`src/rtl/uart_rx_ctrl_if.sv`:
```
// Receive-side stream of uart_rx_ctrl: FIFO head, handshake, status pulses.
// parity_err exists only when UART_RX_PARITY_EN is defined.
interface uart_rx_ctrl_if;
    logic [7:0] data_out;
    logic       data_valid;
    logic       data_ready;
    logic       frame_err;
    logic       overrun;
    logic       busy;
`ifdef UART_RX_PARITY_EN
    logic       parity_err;
`endif

    modport master (
`ifdef UART_RX_PARITY_EN
        output parity_err,
`endif
        output data_out, data_valid, frame_err, overrun, busy,
        input  data_ready
    );

    modport slave (
`ifdef UART_RX_PARITY_EN
        input  parity_err,
`endif
        input  data_out, data_valid, frame_err, overrun, busy,
        output data_ready
    );
endinterface

```
`src/rtl/uart_rx_ctrl.sv`:
```
// UART receiver (8N1, optional parity via UART_RX_PARITY_EN) with mid-bit
// sampling and a small pointer-based receive FIFO.
//
// state  | meaning
// IDLE   | waiting for rx_s falling edge while rx_en=1
// START  | half-bit wait, confirm start bit still low
// DATA   | sample 8 data bits LSB first at mid-bit
// PARITY | sample parity bit at mid-bit (UART_RX_PARITY_EN only)
// STOP   | sample stop bit, push byte or flag error, back to IDLE
module uart_rx_ctrl #(
    parameter int CLKS_PER_BIT = 868,
    parameter int FIFO_DEPTH   = 4
`ifdef UART_RX_PARITY_EN
    ,
    parameter bit PARITY_ODD   = 1'b0
`endif
) (
    input  logic           clk,
    input  logic           rst_n,
    input  logic           rx_en,
    input  logic           rx_in,
    uart_rx_ctrl_if.master rx_bus
);

    localparam logic [2:0] S_IDLE   = 3'd0;
    localparam logic [2:0] S_START  = 3'd1;
    localparam logic [2:0] S_DATA   = 3'd2;
    localparam logic [2:0] S_STOP   = 3'd3;
    localparam logic [2:0] S_PARITY = 3'd4;

    localparam logic [15:0] CNT_HALF = 16'(CLKS_PER_BIT / 2 - 1);
    localparam logic [15:0] CNT_FULL = 16'(CLKS_PER_BIT - 1);
    localparam int          AW       = $clog2(FIFO_DEPTH);
    localparam logic [AW:0] PTR_ONE  = (AW + 1)'(1);

    logic        rx_m, rx_s;
    logic [2:0]  state;
    logic [15:0] cnt;
    logic [2:0]  bit_idx;
    logic [7:0]  shift;
    logic        cnt_done;
    logic        stop_done;
    logic        push_req, push_ok, pop;
    logic        frame_err_d, overrun_d;
    logic        full, empty;
    logic [AW:0] wptr, rptr;
    logic [7:0]  mem [FIFO_DEPTH];

`ifdef UART_RX_PARITY_EN
    logic        par_bit;
    logic        par_bad;
    logic        parity_err_d;
`endif

    always_ff @(posedge clk or negedge rst_n) begin
        if (!rst_n) begin
            rx_m <= 1'b1;
            rx_s <= 1'b1;
        end else begin
            rx_m <= rx_in;
            rx_s <= rx_m;
        end
    end

    assign cnt_done  = (cnt == 16'd0);
    assign stop_done = (state == S_STOP) && cnt_done;

    always_ff @(posedge clk or negedge rst_n) begin
        if (!rst_n) begin
            state   <= S_IDLE;
            cnt     <= 16'd0;
            bit_idx <= 3'd0;
            shift   <= 8'h00;
`ifdef UART_RX_PARITY_EN
            par_bit <= 1'b0;
`endif
        end else begin
            case (state)
                S_IDLE: begin
                    if (rx_en && !rx_s) begin
                        state <= S_START;
                        cnt   <= CNT_HALF;
                    end
                end
                S_START: begin
                    if (cnt_done) begin
                        // line back high at mid start bit: a glitch, not a frame
                        if (rx_s) begin
                            state <= S_IDLE;
                        end else begin
                            state   <= S_DATA;
                            cnt     <= CNT_FULL;
                            bit_idx <= 3'd0;
                        end
                    end else begin
                        cnt <= cnt - 16'd1;
                    end
                end
                S_DATA: begin
                    if (cnt_done) begin
                        shift[bit_idx] <= rx_s;
                        cnt            <= CNT_FULL;
                        if (bit_idx == 3'd7) begin
`ifdef UART_RX_PARITY_EN
                            state <= S_PARITY;
`else
                            state <= S_STOP;
`endif
                        end else begin
                            bit_idx <= bit_idx + 3'd1;
                        end
                    end else begin
                        cnt <= cnt - 16'd1;
                    end
                end
`ifdef UART_RX_PARITY_EN
                S_PARITY: begin
                    if (cnt_done) begin
                        par_bit <= rx_s;
                        cnt     <= CNT_FULL;
                        state   <= S_STOP;
                    end else begin
                        cnt <= cnt - 16'd1;
                    end
                end
`endif
                S_STOP: begin
                    if (cnt_done) state <= S_IDLE;
                    else          cnt   <= cnt - 16'd1;
                end
                default: state <= S_IDLE;
            endcase
        end
    end

    assign empty = (wptr == rptr);
    assign full  = (wptr[AW] != rptr[AW]) && (wptr[AW-1:0] == rptr[AW-1:0]);
    assign pop   = !empty && rx_bus.data_ready;

    always_comb begin
`ifdef UART_RX_PARITY_EN
        par_bad      = ((^shift) ^ par_bit) != PARITY_ODD;
        parity_err_d = stop_done && par_bad;
        push_req     = stop_done && rx_s && !par_bad;
`else
        push_req     = stop_done && rx_s;
`endif
        frame_err_d = stop_done && !rx_s;
        // a pop in the same cycle frees the slot the push needs
        push_ok     = push_req && (!full || pop);
        overrun_d   = push_req && full && !pop;
    end

    always_ff @(posedge clk) begin
        if (push_ok) mem[wptr[AW-1:0]] <= shift;
    end

    always_ff @(posedge clk or negedge rst_n) begin
        if (!rst_n) begin
            wptr             <= '0;
            rptr             <= '0;
            rx_bus.frame_err <= 1'b0;
            rx_bus.overrun   <= 1'b0;
`ifdef UART_RX_PARITY_EN
            rx_bus.parity_err <= 1'b0;
`endif
        end else begin
            if (push_ok) wptr <= wptr + PTR_ONE;
            if (pop)     rptr <= rptr + PTR_ONE;
            rx_bus.frame_err <= frame_err_d;
            rx_bus.overrun   <= overrun_d;
`ifdef UART_RX_PARITY_EN
            rx_bus.parity_err <= parity_err_d;
`endif
        end
    end

    assign rx_bus.data_valid = !empty;
    assign rx_bus.data_out   = empty ? 8'h00 : mem[rptr[AW-1:0]];
    assign rx_bus.busy       = (state != S_IDLE);

endmodule

```
`src/flat_wrapper.sv`:
```
// flat-port wrapper written by rule: the top's interface ports become plain ports
module uart_rx_ctrl_flat 
#(
    parameter int CLKS_PER_BIT = 868,
    parameter int FIFO_DEPTH   = 4

)
  (clk, rst_n, rx_en, rx_in, rx_bus_data_out, rx_bus_data_valid, rx_bus_frame_err, rx_bus_overrun, rx_bus_busy, rx_bus_data_ready);
  uart_rx_ctrl_if rx_bus_i ();
  input  logic clk;
  input  logic rst_n;
  input  logic rx_en;
  input  logic rx_in;
  output wire logic [$bits(rx_bus_i.data_out)-1:0] rx_bus_data_out;
  output wire logic [$bits(rx_bus_i.data_valid)-1:0] rx_bus_data_valid;
  output wire logic [$bits(rx_bus_i.frame_err)-1:0] rx_bus_frame_err;
  output wire logic [$bits(rx_bus_i.overrun)-1:0] rx_bus_overrun;
  output wire logic [$bits(rx_bus_i.busy)-1:0] rx_bus_busy;
  input wire logic [$bits(rx_bus_i.data_ready)-1:0] rx_bus_data_ready;
  assign rx_bus_data_out = rx_bus_i.data_out;
  assign rx_bus_data_valid = rx_bus_i.data_valid;
  assign rx_bus_frame_err = rx_bus_i.frame_err;
  assign rx_bus_overrun = rx_bus_i.overrun;
  assign rx_bus_busy = rx_bus_i.busy;
  assign rx_bus_i.data_ready = rx_bus_data_ready;
  uart_rx_ctrl #(.CLKS_PER_BIT(CLKS_PER_BIT), .FIFO_DEPTH(FIFO_DEPTH)) u_core (.clk(clk), .rst_n(rst_n), .rx_en(rx_en), .rx_in(rx_in), .rx_bus(rx_bus_i));
endmodule
```
`config.mk`:
```
export PLATFORM = sky130hd
export DESIGN_NAME = uart_rx_ctrl_flat
export DESIGN_NICKNAME = d
export VERILOG_FILES = /design/src/rtl/uart_rx_ctrl_if.sv /design/src/rtl/uart_rx_ctrl.sv /design/src/flat_wrapper.sv
export SDC_FILE = /design/constraint.sdc
export NUM_CORES = 1
export LEC_CHECK = 0
export CAP_MARGIN = 20
export CORE_MARGIN = 3
export CORE_UTILIZATION = 49
export DETAILED_ROUTE_END_ITERATION = 6
export PLACE_DENSITY = 0.75
export SLEW_MARGIN = 10
export SYNTH_ARGS = -nofsm -noshare
export SYNTH_HDL_FRONTEND = slang
export SYNTH_SLANG_ARGS = --single-unit
```
`constraint.sdc`:
```
create_clock -name clk -period 2.9 [get_ports clk]
set_input_delay 0.435 -clock clk [delete_from_list [all_inputs] [get_ports clk]]
set_output_delay 0.435 -clock clk [all_outputs]
set_load 0.005 [all_outputs]
```
# After elaboration in Yosys (flattened, before gate mapping)
# Memories as Yosys holds them, arrays and structs flattened.
# Index checks and enable logic that the tools add are counted.
[totals]
register_bits = 40
mem_bits_rw = 32
in_bits = 5
wordCells = 81
n_memories = 1
[mem_list]
columns = ["name", "words", "width", "rd", "rd_clocked_by_memory_dff", "wr", "line", "source"]
rows = [
  ["u_core.mem", 4, 8, 1, 0, 1, "uart_rx_ctrl.sv:47", "logic [7:0] mem [FIFO_DEPTH];"],
]
[classes]
add_sub_neg = 4
n_lt_le_gt_ge = 2
n_eq_ne = 16
n_mux = 24
reduce_logical = 24
[ops]
columns = ["op", "count"]
rows = [
  ["$mux W16", 5],
  ["$pmux W16 S4", 1],
  ["$mux W3", 9],
  ["$logic_not A16 Y1", 1],
  ["$sub A16 B1 Y16 const B", 1],
  ["$pmux W3 S4", 1],
  ["$logic_and A1 B1 Y1", 10],
  ["$ne A2 B1 Y1 const B", 5],
  ["$reduce_and A5 Y1", 2],
  ["$add A3 B1 Y3 const B", 3],
  ["$bwmux W8", 1],
  ["$mux W8", 1],
  ["$eq A3 B2 Y1 const B", 2],
  ["$ne A2 B2 Y1 const B", 3],
  ["$pmux W3 S2", 1],
  ["$logic_not A1 Y1", 4],
  ["$lt A3 B4 Y1 const B", 1],
  ["$reduce_and A4 Y1", 1],
  ["$reduce_bool A4 Y1", 1],
  ["$demux W1 S3", 1],
  ["$eq A3 B1 Y1 const B", 1],
  ["$eq A3 B3 Y1", 1],
  ["$eq A3 B3 Y1 const B", 1],
  ["$ge A3 B1 Y1 const B", 1],
  ["other kinds (10)", 12],
]

# Depth between registers and ports, before layout
[logic_depth]
word_depth = 7
depth_mapped = 9
ltp_nobuf = 7

# Worst setup path before layout
# No wires, ideal clock.
[synth_path]
path_type = "reg-to-reg"
from = "reg u_core.cnt[0]"
to = "mem u_core.mem[2][0], enable pin"
setup_time_ps = 332
arrival_ps = 1794
t_required_ps = 2568
path_slack_ps = 774
path_stages_with_launch = 9
n_path_buf = 1
cell_sequence = "dfrtp_1 -> inv_1 -> ha_1 -> nor3b_2 -> and3_1 -> buf_4 -> nand3_1 -> nor2_2 -> and2_1"
[synth_between]
elab_chain_cells = 6
[synth_lines]
columns = ["element", "line", "source"]
rows = [
  ["start: declaration", "uart_rx_ctrl.sv:38", "logic [15:0] cnt;"],
  ["start signal: assignment", "uart_rx_ctrl.sv:96", "cnt <= cnt - 16'd1;"],
  ["start signal: assignment", "uart_rx_ctrl.sv:113", "cnt <= cnt - 16'd1;"],
  ["start signal: assignment", "uart_rx_ctrl.sv:129", "else cnt <= cnt - 16'd1;"],
  ["$logic_not A16 Y1", "uart_rx_ctrl.sv:65", "assign cnt_done = (cnt == 16'd0);"],
  ["$logic_and A1 B1 Y1", "uart_rx_ctrl.sv:66", "assign stop_done = (state == S_STOP) && cnt_done;"],
  ["$logic_and A1 B1 Y1", "uart_rx_ctrl.sv:146", "push_req = stop_done && rx_s;"],
  ["$logic_and A1 B1 Y1", "uart_rx_ctrl.sv:150", "push_ok = push_req && (!full || pop);"],
  ["$mux W1", "uart_rx_ctrl.sv:155", "if (push_ok) mem[wptr[AW-1:0]] <= shift;"],
  ["$mux W1 (implied by the code)", "uart_rx_ctrl.sv:155", ""],
  ["end: declaration", "uart_rx_ctrl.sv:47", ""],
]
# No other way between the ends.

# Worst setup path in the final report
[layout_path]
from = "reg u_core.rptr[1]"
to = "out rx_bus_data_out[2]"
[layout_between]
elab_chain_cells = 2
elab_cells_between_ends = 3
[layout_lines]
columns = ["element", "line", "source"]
rows = [
  ["start: declaration", "uart_rx_ctrl.sv:46", "logic [AW:0] wptr, rptr;"],
  ["start signal: assignment", "uart_rx_ctrl.sv:169", "if (pop) rptr <= rptr + PTR_ONE;"],
  ["$mem_v2 Z4 W8 or $eq A3 B3 Y1 (tied branches)", "-", ""],
  ["$mux W8 *", "uart_rx_ctrl.sv:179", "assign rx_bus.data_out = empty ? 8'h00 : mem[rptr[AW-1:0]];"],
  ["end: declaration", "flat_wrapper.sv:14", "output wire logic [$bits(rx_bus_i.data_out)-1:0] rx_bus_data_out;"],
]
# Every way passes the cells marked *; elsewhere a longest branch is shown, timed or not.

==> results.yml <==
placement:
  placed_area_um2: 3730
  place_congestion: 0.915
  portBuffers: 16
  hpwl_um: 4630
  dp_worst_setup_slack_ps: 379
finish:
  regArea_um2: 1940
  fill_cells: 545
  fin_nets: 315
  drive_above_1_share_pct: 16.2
  multi_input_area_um2: 1440
  area_growth_pct: 12.2
  antennaDiodeCount: 0
  postLayoutCellArea_um2: 3920
sta:
  grt_setup_unrepaired: "no"
  slew_headroom_pct: 43.4
  hold_violations: 0
  fin_setup_tns_ps: 0
  timing.final.crit_share_pct: 89.7
  setup_viol_count_final: 0
  drv_slew: 0
  min_period_ps: 2600
  fmax_mhz: 385
  finClkSkew_ps: 16.6
  fin_ws_ps: 300
  tightest_slew_ps: 850
global_route:
  grt_pass1_vias: 2295
  antenna_found_initial: 0
  grt_remaining_overflow: 0
  grt_first_pass_wirelength_um: 11200
  grtUsageTotal_pct: 17.3
  grt_max_degree: 40
detailed_routing:
  antenna_left: 0
  post_drt_wl_per_cell_um: 16.5
  m1WireLength_um: 3050
  routed_wl_um: 6580
  firstDrtPassIters: 5
  drc_errors: 0
  vias: 2315
  met3_length_um: 330
  vias_per_cell: 5.80
  initialDrtViolationCount: 179
  top_layer_used: "met4"
  met2WireLength_um: 3090
synthesis:
  synth_enable_flop_cells: 32
  synth_cells: 278
  syn_area_per_cell_um2: 12.6
  ys_ff_latch: 71
  syn-num-nets: 295
  ys_seq_area_share_pct: 55.6
  async_flop_share_pct: 54.9
  syn-cell-area_um2: 3490
  ys_warn_count: 0
  ys_types: 57
  ys.flop_type: "dfrtp_1"
power:
  ir_worst_vdd_mv: 0.218
  power.share.clock_pct: 35.9
  p_seq_share_pct: 53.6
  p_leak_uw: 0.00156
  p_comb_share_pct: 10.5
  p_per_area_nw_per_um2: 530
  p_sw_uw: 571
  internal-power_uw: 1500
  p_sw_share_pct: 27.5
worst_setup_path:
  worst-setup-path-type: "register to output port"
  critical_path.startpoint: "u_core.rptr[1]"
  crit_path_cell_trace: "xnor2_1, nand2_1, nor2_2, nor2b_1, clkdlybuf4s50_1"
  rr_startpoint: "u_core.cnt[0]"
  reg2reg_depth: 7
  cp.arrival_ps: 2170
  r2r-end: "u_core.mem[0][4]"
  r2r_slack_ps: 350
  cpPeakStageDelay_ps: 610
  required_ps: 2470
  startpoint_type: "register"
  crit_fanout: 11
  critPathCaptureType: "output port"
  cp_slowest_cell: "dfrtp_1"
clock_network:
  cts_root_buffer: "clkbuf_8"
  cts_tree: "yes"
  cts_hold_buf: 0
  cts_buffers: 9
  clkSinkCount: 71
  clk_pin_slew_ps: 90
  cts_setup_buffers: 0
  clkLatencyLatePin_ps: 360
  clk_path_buf_depth: 2
  ctsResizeCount: 0
  cts_max_level: 3
run:
  maxCapViolations: 0
die:
  rows: 30
  start_util_pct: 50.8
  die_w_um: 90.4
  core_um2: 6870
  boundaryPins: 17
  die_h_um: 90.4
  dieArea_um2: 8170
run_status:
  status: "finished, final reports clean"
min_path:
  hold_path_class: "input pin to async pin"
==> per-stage QoR <==
stage	power, uW	hold WS, ps	util, %	instances
detailed placement	1360	355	54.3	383
floorplan	1290	139	-	278
finish	2080	172	57.0	399
global route	2160	256	57.0	399
CTS	2090	215	57.0	399
global placement	1350	346	54.3	383
==> cell usage after synthesis, drive strengths merged (6+ instances only) <==
master	instances	area share [%]
o21ai	16	2.3
a21oi	6	0.86
inv	15	1.6
edfxtp	32	28
nand4	6	1.1
ha	12	4.3
dfrtp	37	27
nand2	14	1.7
nor2b	9	1.6
mux2	9	2.9
nor2	20	2.3
or3	6	1.1
mux4	8	5.2
nor3	11	1.9
o31ai	8	2.0
==> worst max-delay path: cells and delay by family, from the launching register on <==
kind                      cells  cell delay, ps
and+or+nand+nor               3             540
DFF                           1             610
buffers and inverters         1             470
xor gates and xnor gates      1             200
==> state kept, by name, indices dropped and copies added (netlist names) <==
signal                   cells
u_core.mem                  32
u_core.cnt                  16
u_core.shift                 8
u_core.bit_idx               3
u_core.rptr                  3
u_core.wptr                  3
u_core.state                 2
u_core.rx_bus.frame_err      1
u_core.rx_bus.overrun        1
u_core.rx_m                  1
u_core.rx_s                  1
==> logic make-up after synthesis <==
group,share of synthesized area (%)
AO/OA/AOI/OAI,11.4
XOR/XNOR,1.76
adder cells (fa/ha/maj),4.30
buffers and inverters,3.15
flip-flops,55.6
multiplexers,8.35
AND/OR/NAND/NOR,15.4
==> layout make-up <==
| class | count | area share [%] |
|---|---|---|
| flip-flops and latches | 71 | 49.5 |
| multi-input cells | 183 | 36.9 |
| repair buffers | 18 | 4.35 |
| clock buffers | 9 | 3.16 |
| well taps | 96 | 3.07 |
| clock inverters | 7 | 1.60 |
| inverters | 15 | 1.44 |
==> how the worst max path moves through the flow <==
stage	depth (start not counted)	slack [ps]	to
after detailed placement	7	380	u_core.mem[0][2]
after global placement	7	500	u_core.mem[1][3]
after global routing	5	90	rx_bus_data_out[2]
after CTS	5	50	rx_bus_data_out[5]
final	5	300	rx_bus_data_out[2]
after floorplan	8	770	u_core.mem[2][0]
==> per-layer routing <==
layer  global-route usage, %  vias up
li1                        -     1087
met1                    24.2     1144
met2                    26.1       71
met3                    3.75       13
met4                    7.27        0
met5                       0        -
==> layout by cell type, fill, tap and decap left out, types with 9 or more instances in the layout <==
cell	n
dfrtp_1	37
edfxtp_1	32
nor2_1	17
inv_1	15
clkdlybuf4s50_1	15
nand2_1	13
o21ai_0	12
ha_1	12
nor3_1	10
nor2b_1	9
clkbuf_8	9
==> power by group through the flow <==
stage | Clock, uW | Sequential (uW) | Combinational [uW]
2_1_floorplan | 0 | 1100 | 184
3_3_place_gp | 0 | 1140 | 212
3_5_place_dp | 0 | 1140 | 220
4_1_cts | 757 | 1110 | 221
5_1_grt | 798 | 1120 | 245
6_report | 744 | 1110 | 218
(Power assumes the default switching activity.)
